<file path="config.mk">
export PLATFORM = sky130hd
export DESIGN_NAME = modn_updown_counter
export DESIGN_NICKNAME = d
export VERILOG_FILES = /design/src/rtl/mod_counter_pkg.sv /design/src/rtl/modn_step.sv /design/src/rtl/modn_updown_counter.sv
export SDC_FILE = /design/constraint.sdc
export NUM_CORES = 1
export LEC_CHECK = 0
export CAP_MARGIN = 10
export CORE_AREA = 4 4 41 43
export CTS_CLUSTER_SIZE = 14
export DETAILED_ROUTE_END_ITERATION = 8
export DIE_AREA = 0 0 45 47
export MAX_ROUTING_LAYER = met4
export PLACE_DENSITY = 0.73
export SYNTH_ARGS = -nofsm -noshare
export SYNTH_HDL_FRONTEND = slang
export SYNTH_SLANG_ARGS = --single-unit
</file>
<file path="constraint.sdc">
create_clock -name clock -period 1.4 [get_ports clock]
set_input_delay 0.35 -clock clock [delete_from_list [all_inputs] [get_ports clock]]
set_output_delay 0.35 -clock clock [all_outputs]
set_load 0.005 [all_outputs]
</file>
<file path="src/rtl/mod_counter_pkg.sv">
// Shared constants for the modulo-N up/down counter family: default sizing
// and the direction encoding on the mode pin.
package mod_counter_pkg;

  localparam int unsigned DEF_MOD = 14;
  localparam int unsigned DEF_W   = 4;

  typedef enum logic {
    DOWN = 1'b0,
    UP   = 1'b1
  } dir_e;

endpackage

</file>
<file path="src/rtl/modn_step.sv">
// Combinational next-count and wrap decode for a modulo-MOD counter.
// Wrap is detected by comparison against the end values, never by overflow.
module modn_step
  import mod_counter_pkg::*;
#(
  parameter int unsigned MOD = DEF_MOD,
  parameter int unsigned W   = DEF_W
) (
  input  logic [W-1:0] cur,
  input  logic         mode,
  output logic [W-1:0] nxt,
  output logic         wraps
);

  localparam logic [W-1:0] TOP = W'(MOD - 1);

  always_comb begin
    nxt   = cur;
    wraps = 1'b0;
    if (mode == UP) begin
      if (cur == TOP) begin
        nxt   = '0;
        wraps = 1'b1;
      end else begin
        nxt = cur + 1'b1;
      end
    end else begin
      if (cur == '0) begin
        nxt   = TOP;
        wraps = 1'b1;
      end else begin
        nxt = cur - 1'b1;
      end
    end
  end

endmodule

</file>
<file path="src/rtl/modn_updown_counter.sv">
// Modulo-MOD up/down counter with parallel load, registered wrap and
// load-error pulses, and a combinational terminal count for cascading.
module modn_updown_counter
  import mod_counter_pkg::*;
#(
  parameter int unsigned MOD = DEF_MOD,
  parameter int unsigned W   = DEF_W
) (
  input  logic         clock,
  input  logic         rest,
  input  logic         en,
  input  logic         mode,
  input  logic         load,
  input  logic [W-1:0] data_in,
  output logic [W-1:0] data_out,
  output logic         tc,
  output logic         wrap,
  output logic         load_err
);

  generate
    if (MOD < 2 || (64'd1 << W) < 64'(MOD)) begin : g_bad_param
      $error("modn_updown_counter: MOD must satisfy 2 <= MOD <= 2**W");
    end
  endgenerate

  localparam logic [W-1:0] TOP     = W'(MOD - 1);
  localparam logic [W:0]   MOD_EXT = (W + 1)'(MOD);

  logic [W-1:0] step_nxt;
  logic         step_wraps;
  logic         load_ok;
  logic [W-1:0] cnt_d;
  logic         wrap_d;
  logic         err_d;

  modn_step #(
    .MOD (MOD),
    .W   (W)
  ) u_step (
    .cur   (data_out),
    .mode  (mode),
    .nxt   (step_nxt),
    .wraps (step_wraps)
  );

  // Extra top bit keeps the range check exact when MOD == 2**W.
  assign load_ok = ({1'b0, data_in} < MOD_EXT);

  always_comb begin
    cnt_d  = data_out;
    wrap_d = 1'b0;
    err_d  = 1'b0;
    if (load) begin
      if (load_ok) cnt_d = data_in;
      else         err_d = 1'b1;
    end else if (en) begin
      cnt_d  = step_nxt;
      wrap_d = step_wraps;
    end
  end

  always_ff @(posedge clock) begin
    if (rest) begin
      data_out <= '0;
      wrap     <= 1'b0;
      load_err <= 1'b0;
    end else begin
      data_out <= cnt_d;
      wrap     <= wrap_d;
      load_err <= err_d;
    end
  end

  assign tc = en & (((mode == UP) & (data_out == TOP)) |
                    ((mode == DOWN) & (data_out == '0)));

endmodule

</file>
==> results of run 1 <==
-- area by class of cell --
type	instances	area (sq um)	share of cell area
Clock buffer	3	22.5	0.0273
Timing Repair Buffer	38	320	0.388
Inverter	2	7.51	0.00910
Sequential cell	6	125	0.152
Tap cell	15	18.8	0.0228
Multi-Input combinational cell	42	330	0.401
-- path summary, 6_finish.rpt --
check                      startpoint                       end  slack, ns  depth (start not counted)
max reg2reg  data_out[3]$_SDFFE_PP0P_  data_out[3]$_SDFFE_PP0P_      -0.15                          5
max          data_out[3]$_SDFFE_PP0P_                        tc      -0.31                          3
min          data_out[1]$_SDFFE_PP0P_           wrap$_SDFF_PP0_       0.66                          3
min reg2reg  data_out[1]$_SDFFE_PP0P_           wrap$_SDFF_PP0_       0.66                          3
-- critical path: cells and delay by family, from the launching register on --
kind | cells | cell delay, ns
and+or+nand+nor | 1 | 0.53
AOI/OAI and AO/OA | 1 | 0.14
buffers and inverters | 1 | 0.12
DFF | 1 | 0.32
-- state kept, by name, summed over array words and instances (netlist names) --
name / flops
wrap: 1
data_out: 4
load_err: 1
-- routing by layer --
metal | track usage | up-vias | part of all wire
met4 | 0.0585 | 0 | 0.019
met5 | - | - | 0
li1 | - | 276 | -
met3 | 0.0460 | 4 | 0.067
met1 | 0.198 | 259 | 0.44
met2 | 0.288 | 23 | 0.48
-- power groups by stage --
stage                     registers [mW]  clock network [mW]  logic [mW]
after floorplan                    0.200                   0      0.0966
after global placement             0.192                   0       0.208
after detailed placement           0.192                   0       0.212
after CTS                          0.192               0.177       0.241
after global routing               0.193               0.195       0.271
final                              0.192               0.172       0.254
-- logic make-up (layout without fill, tap and decap cells) --
logic type      count (synthesis)  after routing  share of synthesized area
xor+xnor                        1              1                     0.0192
flops                           6              6                      0.264
mux                             1              1                     0.0247
simple gates                   21             21                      0.305
compound gates                 19             19                      0.294
buf+inv                         6             43                     0.0934
-- cells in the mapped netlist (all sizes together) (2+ instances only) --
master	instances	area [sq um]
a21oi	11	58.8
dfxtp	6	120
buf	3	21.3
nand3	3	15.0
a21boi	2	18.8
inv	2	7.51
nand2b	2	12.5
nand3b	2	15.0
nor3b	2	15.0
-- timing repair --
action	4_1_cts	5_1_grt
endpoints found under the setup margin	9	6
pin swaps	3	5
hold buffers	0	0
setup buffers	6	2
resized for setup	21	2
==> run_results.csv, run 1 <==
group,metric,value,unit
place,gp_congestion,0.769,
routing,drtIter0Drc,10,
timing,fmax,0.584,GHz
grt,grt_overflow,0,
timing,hold_ws,0.659,ns
final_layout,mostFrequentLayoutCells,"buf_4 (21), a21oi_1 (10), clkdlybuf4s50_1 (7)",
synthesis,synth_edf_count,0,
cts,cts_tree,"yes",
cts,clockRootBuffer,"clkbuf_4",
setup_path,cp.required,1.05,ns
timing,slew_headroom,0.817,
synthesis,ys_seq_area_frac,0.264,
routing,wl_per_cell,15.2,um
power_and_ir_drop,p_seq_frac,0.311,
place,numPortBuffers,15,
cts,clk_pin_slew,0.06,ns
synthesis,syn-num-nets,63,
synthesis,ys_types,33,
cts,cts_buffers,3,
floorplanning,io_pins,16,
setup_path,cp_max_fo,2,
grt,grt_max_degree,10,
timing,tightest_slew,0.274,ns
routing,vias,562,
final_layout,nFillCells,123,
final_layout,layout-drive-gt1-share,0.473,
setup_path,worstSetupPathType,"reg2out",
floorplanning,initial_core_util,0.350,
floorplanning,coreArea,1300,sq um
grt,grt_pass1_wl,2460,um
synthesis,synth_seq_cells,6,
synthesis,netlist_instances,54,
timing,grt_setup_unrepaired,"true",
run_status,failed_checks,"negative setup slack",
run_status,status,"complete, but fails checks",
cts,cts_max_level,1,
synthesis,syn-cell-area,455,sq um
power_and_ir_drop,powerDensity,751,nW/um^2
timing,finalHoldViolations,0,
power_and_ir_drop,netSwitchingPower,188,uW
power_and_ir_drop,p_leak,0.389,nW
cts,ctsLongestPathBuffers,2,
final_layout,layout.cells.non_filler,106,
routing,ant_nets,0,
final_layout,final_common_cell,"buf_4",
place,dp_cells,96,
grt,antenna_found_initial,0,
setup_path,slowest_delay,0.53,ns
final_layout,nNetsFinal,102,
power_and_ir_drop,p_sw_frac,0.305,
power_and_ir_drop,p_int,430,uW
power_and_ir_drop,combinationalPowerShare,0.411,
timing,setup_ws,-0.313,ns
synthesis,async_flop_share,0,
power_and_ir_drop,pwr-share-clk,0.278,
routing,dr.pass1.iters,4,
hold_path,worstHoldPathType,"reg2reg",
place,place_area,716,sq um
cts,clock-sinks,6,
power_and_ir_drop,power,619,uW
setup_path,cp-end-kind,"output pin",
routing,drcViolationCount,0,
timing,setup_tns,-0.580,ns
routing,postRouteWirelength,1610,um
place,hpwlAfterDp,968,um
timing,report.final.slew_viol_count,0,
place,pre_cts_ws,-0.809,ns
synthesis,syn_area_per_cell,8.43,sq um
grt,grtUsageTotal,0.172,
final_layout,postLayoutCellArea,825,sq um
floorplanning,die_area,2120,sq um
timing,finalClockSkew,0.00804,ns
timing,min_period,1.71,ns
timing,post-route-period-util,1.22,
floorplanning,die_h,47,um
setup_path,start_kind,"register",
final_layout,fin_util,0.634,
routing,vias_per_cell,5.30,
grt,first_global_vias,528,
synthesis,yosysWarnings,0,
cts,clock_latency,0.25,ns
floorplanning,rows,13,
run,drv_cap,0,
final_layout,syn2layout_area_growth,81.0,%
final_layout,num_antenna_cells,0,
setup_path,cp.arrival,1.36,ns
power_and_ir_drop,ir_drop,0.441,mV
setup_path,cp_cell_sequence,"or4_4, a21oi_2, buf_2",
timing,setup_viol,4,
synthesis,synth_flop_cell,"dfxtp_1",
setup_path,crit_path_top_delay_cell,"or4_4",
floorplanning,die_w,45,um
Note: power is estimated with default switching activity, not from simulation.
==> inputs of run 2 (changes only) <==
--- a/config.mk
+++ b/config.mk
@@ -11,7 +11,8 @@
 export DETAILED_ROUTE_END_ITERATION = 8
 export DIE_AREA = 0 0 45 47
 export MAX_ROUTING_LAYER = met4
-export PLACE_DENSITY = 0.73
+export PLACE_DENSITY = 0.71
+export REMOVE_ABC_BUFFERS = 1
 export SYNTH_ARGS = -nofsm -noshare
 export SYNTH_HDL_FRONTEND = slang
 export SYNTH_SLANG_ARGS = --single-unit
==> constraint.sdc (replaced) <==
create_clock -name clock -period 1.95 [get_ports clock]
set_input_delay 0.4875 -clock clock [delete_from_list [all_inputs] [get_ports clock]]
set_output_delay 0.4875 -clock clock [all_outputs]
set_load 0.005 [all_outputs]
==> run 2 against run 1 <==
- critical path depth did not move
- the run now ends clean
- routed wire length fell by 24%
- utilization fell by 13 points
- count of clock-buffer cells in the layout did not move
- largest power group is now registers
- clock power fell by 30%
- largest cell class unchanged
- global-route usage fell by 3.3 points
- sequential cell count did not move
- sequential share of layout area rose by 3.0 points
- sequential power fell by 29%
- final cell count fell by 14%
- critical endpoint unchanged
==> run_results.csv, run 2 (same netlist as run 1, synthesis figures left out) <==
group,metric,value,unit
place,dp_cells,88,
routing,postRouteWirelength,1230,um
floorplanning,die_h,47,um
timing,setup_viol,0,
floorplanning,die_area,2120,sq um
final_layout,final_common_cell,"clkdlybuf4s50_1",
cts,clock-sinks,6,
setup_path,cp.required,1.46,ns
power_and_ir_drop,netSwitchingPower,115,uW
cts,cts_buffers,3,
final_layout,syn2layout_area_growth,45.3,%
power_and_ir_drop,p_int,276,uW
floorplanning,io_pins,16,
run_status,status,"finished, final reports clean",
cts,clock_latency,0.25,ns
floorplanning,rows,13,
cts,post-cts-setup-buffers,0,
power_and_ir_drop,pwr-share-clk,0.309,
power_and_ir_drop,powerDensity,591,nW/um^2
cts,clk_pin_slew,0.05,ns
final_layout,nNetsFinal,87,
place,pre_cts_ws,-0.562,ns
grt,grt_overflow,0,
timing,finalHoldViolations,0,
setup_path,regToRegSetupSlack,0.29,ns
timing,report.final.slew_viol_count,0,
cts,clockRootBuffer,"clkbuf_4",
timing,min_period,1.86,ns
floorplanning,initial_core_util,0.350,
grt,grt_max_degree,14,
cts,cts_max_level,1,
routing,drtIter0Drc,6,
routing,wl_per_cell,13.5,um
setup_path,start_kind,"register",
power_and_ir_drop,combinationalPowerShare,0.342,
timing,setup_tns,0,ns
timing,fmax,0.538,GHz
place,gp_congestion,0.741,
setup_path,cp.arrival,1.37,ns
setup_path,cp-end-kind,"output pin",
grt,first_global_vias,435,
timing,setup_ws,0.0905,ns
timing,grt_setup_unrepaired,"false",
timing,finalClockSkew,0.00132,ns
setup_path,cp_max_fo,2,
power_and_ir_drop,p_seq_frac,0.350,
place,hpwlAfterDp,915,um
final_layout,max_flop_register,"data_out",
final_layout,layout.cells.non_filler,91,
place,numPortBuffers,15,
final_layout,ff_latch_area,120,sq um
final_layout,reg_top3,"data_out x4, load_err x1, wrap x1",
power_and_ir_drop,ir_drop,0.301,mV
cts,cts_tree,"yes",
power_and_ir_drop,p_sw_frac,0.293,
final_layout,multi_input_area,293,sq um
grt,grt_pass1_wl,2040,um
timing,tightest_slew,0.394,ns
place,place_area,649,sq um
setup_path,worstSetupPathType,"reg2out",
cts,ctsLongestPathBuffers,2,
final_layout,postLayoutCellArea,662,sq um
routing,drcViolationCount,0,
routing,vias_per_cell,5.30,
final_layout,nFillCells,140,
final_layout,layout-drive-gt1-share,0.276,
floorplanning,coreArea,1300,sq um
timing,post-route-period-util,0.954,
routing,vias,482,
grt,antenna_found_initial,0,
routing,ant_nets,0,
final_layout,mostFrequentLayoutCells,"clkdlybuf4s50_1 (13), a21oi_1 (10), buf_4 (8)",
final_layout,largest_reg_flops,4,
floorplanning,die_w,45,um
routing,dr.pass1.iters,4,
run,drv_cap,0,
grt,grtUsageTotal,0.139,
hold_path,worstHoldPathType,"reg2reg",
timing,slew_headroom,0.735,
power_and_ir_drop,p_leak,0.266,nW
final_layout,num_antenna_cells,0,
run 2: cell types whose count changed in the layout (fill, tap and decap cells not counted), sizes merged:
cell	previous run	this run
clkbuf	3	4
buf	24	9
dlymetal6s2s	1	0
clkdlybuf4s50	7	13
dlygate4sd2	6	0
run 2: final timing paths:
check | start | endpoint | cells after the start
worst max register to register | data_out[2]$_SDFFE_PP0P_ | data_out[3]$_SDFFE_PP0P_ | 5
worst min-delay path | data_out[1]$_SDFFE_PP0P_ | data_out[1]$_SDFFE_PP0P_ | 1
worst min register to register | data_out[1]$_SDFFE_PP0P_ | data_out[1]$_SDFFE_PP0P_ | 1
worst max-delay path | data_out[3]$_SDFFE_PP0P_ | tc | 3
run 2: area by class of cell:
cell class | count | area share
Timing Repair Buffer | 23 | 0.302
Tap cell | 15 | 0.0284
Clock buffer | 3 | 0.0340
Multi-Input combinational cell | 42 | 0.442
Inverter | 2 | 0.0113
Sequential cell | 6 | 0.181
run 2: power groups by stage:
stage          Sequential, mW  Clock, mW  Combinational (mW)
6_report                0.137      0.121               0.134
5_1_grt                 0.138      0.134               0.147
4_1_cts                 0.137      0.127               0.134
3_5_place_dp            0.139          0               0.135
3_3_place_gp            0.138          0               0.133
2_1_floorplan           0.149          0              0.0510
run 2: worst max-delay path: stages, from the launching register on:
cell and delay (ns):
dfxtp_1 0.32, or4_4 0.55, a21oi_2 0.14, buf_2 0.12
run 2: layer usage:
layer | wire (um) | up-vias | part of all wire | GRT usage
li1 | - | 248 | - | -
met2 | 582 | 16 | 0.47 | 0.195
met3 | 86 | 0 | 0.070 | 0.0690
met5 | 0 | - | 0 | -
met1 | 557 | 218 | 0.45 | 0.176
met4 | 0 | 0 | 0 | 0.0351
run 2: what timing repair did:
action                                  4_1_cts  5_1_grt
endpoints found under the setup margin        2        1
gates resized for setup                       5        2
pin swaps                                     1        2
hold buffers                                  0        0
run 2: metrics by stage:
step                total power, mW   util  hold slack (ns)
floorplan                     0.200      -            0.557
global placement              0.271  0.499            0.606
detailed placement            0.274  0.499            0.611
CTS                           0.398  0.512            0.632
global route                  0.419  0.509            0.697
finish                        0.391  0.509            0.618
==> inputs of run 3 (changes only) <==
--- a/config.mk
+++ b/config.mk
@@ -13,6 +13,7 @@
 export MAX_ROUTING_LAYER = met4
 export PLACE_DENSITY = 0.71
 export REMOVE_ABC_BUFFERS = 1
+export SLEW_MARGIN = 40
 export SYNTH_ARGS = -nofsm -noshare
 export SYNTH_HDL_FRONTEND = slang
 export SYNTH_SLANG_ARGS = --single-unit
==> results of run 3 <==
Final layout, timing and power as in run 2 (identical DEF).
